## src/rtl/hazard_fwd_unit.sv

```systemverilog
// hazard_fwd_unit: ID-stage load-use stall, branch flush and EX/MEM/WB operand forwarding
// built on a shadow pipeline of destination-register info, with saturating event counters.
module hazard_fwd_unit #(
    parameter int CNT_W = 16
) (
    input  logic             cpu_clk,
    input  logic             cpu_rst_n,
    input  logic [4:0]       rR1_ID,
    input  logic [4:0]       rR2_ID,
    input  logic             re1_ID,
    input  logic             re2_ID,
    input  logic [4:0]       wR_ID,
    input  logic             rf_we_ID,
    input  logic             is_load_ID,
    input  logic             branch_taken_EX,
    input  logic [31:0]      wd_EX,
    input  logic [31:0]      wd_MEM,
    input  logic [31:0]      wd_WB,
    output logic             stall_pc,
    output logic             stall_if_id,
    output logic             flush_if_id,
    output logic             nop,
    output logic             forward_en_rD1,
    output logic             forward_en_rD2,
    output logic [31:0]      forward_rD1,
    output logic [31:0]      forward_rD2,
    output logic [CNT_W-1:0] stall_cnt,
    output logic [CNT_W-1:0] flush_cnt
);
    typedef struct packed {
        logic       v;
        logic [4:0] wr;
        logic       we;
        logic       ld;
    } slot_t;

    slot_t             r_ex, r_mem, r_wb;
    logic [CNT_W-1:0]  r_stall_cnt, r_flush_cnt;
    logic              w_ex1, w_ex2, w_mem1, w_mem2, w_wb1, w_wb2;
    logic              w_fex1, w_fex2, w_lu, w_stall, w_flush;

    // x0 is excluded on both the reader and the writer side
    function automatic logic hit(input slot_t s, input logic re, input logic [4:0] r);
        return re && (r != 5'd0) && s.v && s.we && (s.wr == r);
    endfunction

    always_comb begin
        w_ex1   = hit(r_ex, re1_ID, rR1_ID);
        w_ex2   = hit(r_ex, re2_ID, rR2_ID);
        w_mem1  = hit(r_mem, re1_ID, rR1_ID);
        w_mem2  = hit(r_mem, re2_ID, rR2_ID);
        w_wb1   = hit(r_wb, re1_ID, rR1_ID);
        w_wb2   = hit(r_wb, re2_ID, rR2_ID);
        w_fex1  = w_ex1 && !r_ex.ld;
        w_fex2  = w_ex2 && !r_ex.ld;
        w_lu    = (w_ex1 || w_ex2) && r_ex.ld;
        w_flush = cpu_rst_n && branch_taken_EX;
        w_stall = cpu_rst_n && w_lu && !branch_taken_EX;
    end

    always_comb begin
        stall_pc       = w_stall;
        stall_if_id    = w_stall;
        flush_if_id    = w_flush;
        nop            = w_stall || w_flush;
        forward_en_rD1 = w_fex1 || w_mem1 || w_wb1;
        forward_en_rD2 = w_fex2 || w_mem2 || w_wb2;
        forward_rD1    = w_fex1 ? wd_EX : w_mem1 ? wd_MEM : w_wb1 ? wd_WB : 32'd0;
        forward_rD2    = w_fex2 ? wd_EX : w_mem2 ? wd_MEM : w_wb2 ? wd_WB : 32'd0;
        stall_cnt      = r_stall_cnt;
        flush_cnt      = r_flush_cnt;
    end

    always_ff @(posedge cpu_clk or negedge cpu_rst_n) begin
        if (!cpu_rst_n) begin
            r_ex        <= '0;
            r_mem       <= '0;
            r_wb        <= '0;
            r_stall_cnt <= '0;
            r_flush_cnt <= '0;
        end else begin
            r_ex        <= nop ? slot_t'('0) : slot_t'{1'b1, wR_ID, rf_we_ID, is_load_ID};
            r_mem       <= r_ex;
            r_wb        <= r_mem;
            r_stall_cnt <= (w_stall && r_stall_cnt != '1) ? r_stall_cnt + 1'b1 : r_stall_cnt;
            r_flush_cnt <= (w_flush && r_flush_cnt != '1) ? r_flush_cnt + 1'b1 : r_flush_cnt;
        end
    end
endmodule

```

## config.mk

```make
export PLATFORM = sky130hd
export DESIGN_NAME = hazard_fwd_unit
export DESIGN_NICKNAME = d
export VERILOG_FILES = /design/src/rtl/hazard_fwd_unit.sv
export SDC_FILE = /design/constraint.sdc
export NUM_CORES = 1
export LEC_CHECK = 0
export ABC_CLOCK_PERIOD_IN_PS = 5570
export CAP_MARGIN = 40
export CORE_AREA = 2 2 102 104
export DETAILED_ROUTE_END_ITERATION = 16
export DIE_AREA = 0 0 104 106
export PLACE_DENSITY_LB_ADDON = 0.25
export SKIP_LAST_GASP = 1
export SYNTH_ARGS = -nofsm -noshare
export SYNTH_HDL_FRONTEND = slang
export SYNTH_SLANG_ARGS = --single-unit
```

## constraint.sdc

```tcl
create_clock -name cpu_clk -period 5.57 [get_ports cpu_clk]
set_input_delay 1.114 -clock cpu_clk [delete_from_list [all_inputs] [get_ports cpu_clk]]
set_output_delay 1.114 -clock cpu_clk [all_outputs]
set_load 0.01 [all_outputs]
```

==> results of run 1 <==
==> cell type report <==
cell class                 count  share of cell area (%)
clock buffer                   5                    1.05
clock inverter                 3                   0.399
inverter                       5                   0.285
multi-input combinational    427                    40.2
sequential                    54                    20.5
tap                          136                    2.58
timing repair buffer         233                    35.0
==> path summary, 6_finish.rpt <==
path                                     startpoint                        to  slack [ns]
max                                       rR1_ID[2]            forward_rD1[1]        0.30
min                               r_ex[7]$_DFF_PN0_        r_mem[7]$_DFF_PN0_        0.38
max reg2reg                stall_cnt[0]$_DFFE_PN0P_  stall_cnt[1]$_DFFE_PN0P_        3.19
min reg2reg                       r_ex[7]$_DFF_PN0_        r_mem[7]$_DFF_PN0_        0.38
max in group asynchronous                 cpu_rst_n         r_wb[1]$_DFF_PN0_        4.08
min in group asynchronous                 cpu_rst_n  stall_cnt[7]$_DFFE_PN0P_        0.66
==> report_power, final <==
group | leakage [nW] | switching [W] | internal, W
clock | 0.0491 | 0.000136 | 0.0000928
sequential | 0.689 | 0.0000390 | 0.000423
combinational | 1.65 | 0.000109 | 0.000168
total | 2.39 | 0.000284 | 0.000683
==> placed cells by master, fill, tap and decap left out, drive strengths merged, types with 4 or more instances in the layout <==
master,n
nor3,6
dfrtp,54
nor2,54
o21ai,14
nor4,13
mux2,4
clkdlybuf4s50,218
buf,15
nand4,12
nand3,78
and4,4
a21oi,36
xnor2,45
or4,7
nand2,59
xor2,10
a31oi,31
a2bb2oi,31
inv,7
clkbuf,5
==> per-stage QoR <==
stage          util [%]  hold slack [ns]
6_report           65.8            0.382
2_1_floorplan         -            0.354
3_3_place_gp       64.9            0.357
3_5_place_dp       64.9            0.361
4_1_cts            65.8            0.386
5_1_grt            65.8            0.399
==> state kept, by name, summed over array words and instances, names as in the netlist <==
| signal | count |
|---|---|
| r_wb | 7 |
| stall_cnt | 16 |
| r_mem | 7 |
| flush_cnt | 16 |
| r_ex | 8 |
==> per-layer routing <==
layer	vias to the layer above	global-route usage, %	wire [µm]
li1	2317	-	-
met1	2328	31.4	5940
met2	238	48.4	7680
met3	45	3.92	906
met4	0	11.8	591
met5	-	0	0
==> cells by family (layout without fill, tap and decap cells) <==
| logic type | count (synthesis) | count (layout) |
|---|---|---|
| compound gates | 120 | 120 |
| xor+xnor | 55 | 55 |
| fa+ha+maj | 2 | 2 |
| buf+inv | 42 | 246 |
| flops | 54 | 54 |
| mux | 7 | 7 |
| simple gates | 243 | 243 |
==> summary by stage, run 1 <==
Outcome
The flow ran to the end, and the final reports show no timing, DRC or antenna violations.

Floorplanning
The count of pins on the block boundary is between 200 and 250. Once the floorplan was initialized, standard cells occupied between 40% and 50% of the core. The die outline area is approximately 11,000 µm². The core region is 10000 µm². The floorplan has 37 rows.

From bottom edge to top edge, the die measures roughly 110 µm. From left edge to right edge, the die measures about 100 µm.

Min path
The class of the tightest hold or removal check is reg -> reg. The number of instances on the worst hold path is 0.

CTS
The CTS H-tree depth is 2. The total setup buffers inserted after CTS is 0. The hold buffer count at cts is 0. The total CTS buffers is 5. The maximum clock path buffer count is 2.

Clock-pin slew was measured on the worst setup and hold paths at ~0.10 ns. The latest clock arrival within the worst-skew pair is 0.31 ns. The TritonCTS clock tree is done. The clock net in this run drives a total of 54 sinks. In this run, post-CTS repair resized a total of 0 instances.

Clock tree synthesis selected as its root buffer the cell sky130_fd_sc_hd__clkbuf_8.

Synthesis
The most common cell in the synthesized netlist is sky130_fd_sc_hd__nand3_1. The synthesized netlist devotes 0.605% of its cell area to adder and majority cells. The compound-gate portion of the synthesized area is 19.7%. The count of synthesis-stage warnings from yosys is 0. After synthesis the cells add up to slightly above 4000 µm². By count the netlist is led by sky130_fd_sc_hd__nand3_1 (78), sky130_fd_sc_hd__nand2_1 (59), sky130_fd_sc_hd__dfrtp_1 (54), sky130_fd_sc_hd__nor2_1 (54), sky130_fd_sc_hd__xnor2_1 (45). The cell count after synthesis is between 500 and 600. Of the total synthesized cell area, the portion taken by AND, OR, NAND and NOR gates is a little under 30%. The xor and xnor fraction of the mapped netlist area is a little under an eighth. The main combinational cell family by area after synthesis is simple AND/OR/NAND/NOR gates. By area the synthesized netlist is led by sky130_fd_sc_hd__dfrtp_1 (33%), sky130_fd_sc_hd__xnor2_1 (9.5%), sky130_fd_sc_hd__nand3_1 (9.4%). The synthesized area per cell is 7.91 µm². Sequential elements use between 30% and 40% of the synthesized area. The area share of the largest cell type after synthesis is 32.6%. When the netlist entered floorplanning its net count stood at roughly 640. The number of flops mapped to enable cells by yosys is 0.

The synthesized design spends more area on one cell type than any other, namely sky130_fd_sc_hd__dfrtp_1. Yosys mapped the design onto 42 distinct sky130hd cell types. The flip-flop and latch count after synthesis is 54.

In the synthesized netlist the async set-or-reset flop fraction comes to 100%. Multiplexer cells account for 1.81% of the synthesized area. In the synthesized netlist the dominant register cell turns out to be sky130_fd_sc_hd__dfrtp_1.

GRT
Summed over all layers, the global routing overflow is 0. The number of antenna violations at the first check in global routing is 0. The maximum number of pins on one net before global-route repair is 65. The number of global-route vias before repair is around 5k. The first global-routing pass estimated about 25,000 µm of wire. Global routing consumed, over all layers together, a little over a quarter of the routing resources.

Power and ir drop
The worst vdd rail ir drop is ~190 µV. For this design the ratio of total power to cell area is 147 nW/µm². The total power draw is between 0.0009 and 0.001 W. In this run the static leakage power is between 2 and 2.5 nW.

Routing
The first detailed-routing pass took 7 iterations. The per-cell via count in the routed design is about 5.7. The number of DRC markers after the initial detailed-route iteration is about 250. The final routed wirelength across all metal layers is between 15,000 and 20,000 µm. The routed layout has between 4k and 5k vias. For this run, design rule violations remaining after detail routing come to 0.

The wire length per cell is ~18 µm. The number of routed nets with antenna violations is 0.

Placement
The number of buffers inserted by port buffering is between 200 and 250. The placed instance area is ~6500 µm². The final weighted congestion in routability-driven placement is 0.942. Detailed placement ended at an HPWL of about 11,000 µm.

The number of placed cells counting well taps is approximately 860. OpenSTA, run right after detailed placement, puts the worst setup slack at 0.304 ns.

Job
The max capacitance violation total is 0.

STA
The final clock period utilization by the worst path is between 90% and 100%. The count of endpoints failing hold in the final timing report was 0. The final sum of negative setup slack is 0 ns. The maximum frequency from static timing analysis is roughly 190 MHz. The worst path meets setup with 0.297 ns of slack. Across the routed clock network, the largest skew measured is between 0.005 and 0.006 ns. Setup repair after global routing left no endpoint under its margin. At the pin with the least slew margin, the transition time is 0.831 ns. Setup violations remaining at the end of the flow were counted as 0.

For the finished layout, the period the worst path requires is between 5 and 6 ns. The count of final max-slew check failures was 0. The worst pin sits at a relative slew slack of 44.1%.

Critical path
The critical path launch point type is an input pin. The data arrival at the endpoint of the critical path is approximately 4.2 ns. On the critical path, the stage with the largest delay is an instance of sky130_fd_sc_hd__clkdlybuf4s50_1. The signal on the critical path passes through clkdlybuf4s50_1 -> or4_1 -> o21ai_2 -> or4_1 -> buf_4 -> nand3_1 -> a2bb2oi_1 -> clkdlybuf4s50_1.

The setup path with the least slack is of type in -> out. The data required time of the worst path is approximately 4.5 ns. The number of buffers and inverters on the critical path is 3. STA classifies the critical path endpoint as an output pin. The critical path runs through a total of 8 cells. Of all nets on the critical path, the largest fanout is 31. The depth of the worst register-to-register path is 6. The cell type group with the largest total delay on the critical path is buffers and inverters. In this design, the stage delay of the slowest critical-path cell is roughly 0.6 ns.

Layout
The final net count is 846. The count of cells in the finished layout, fillers not included, comes to roughly 860. The multi-input combinational cells in the finished layout cover a total of 2640 µm². The area growth from synthesis to layout is 59.1%.

The filler cells instantiated in the layout total 864. The total area of sequential cells is 1350 µm². 0 antenna diodes ended up in the layout. The proportion of layout cells with a drive suffix above 1 is roughly 5.9%. The cell area after layout is ~6600 µm².
(Power assumes the default switching activity.)
==> run 2: changes to the inputs <==
Settings changed: HOLD_SLACK_MARGIN set to 0.12.
==> results of run 2 <==
The final DEF is identical to that of run 1; final timing and power are the same.
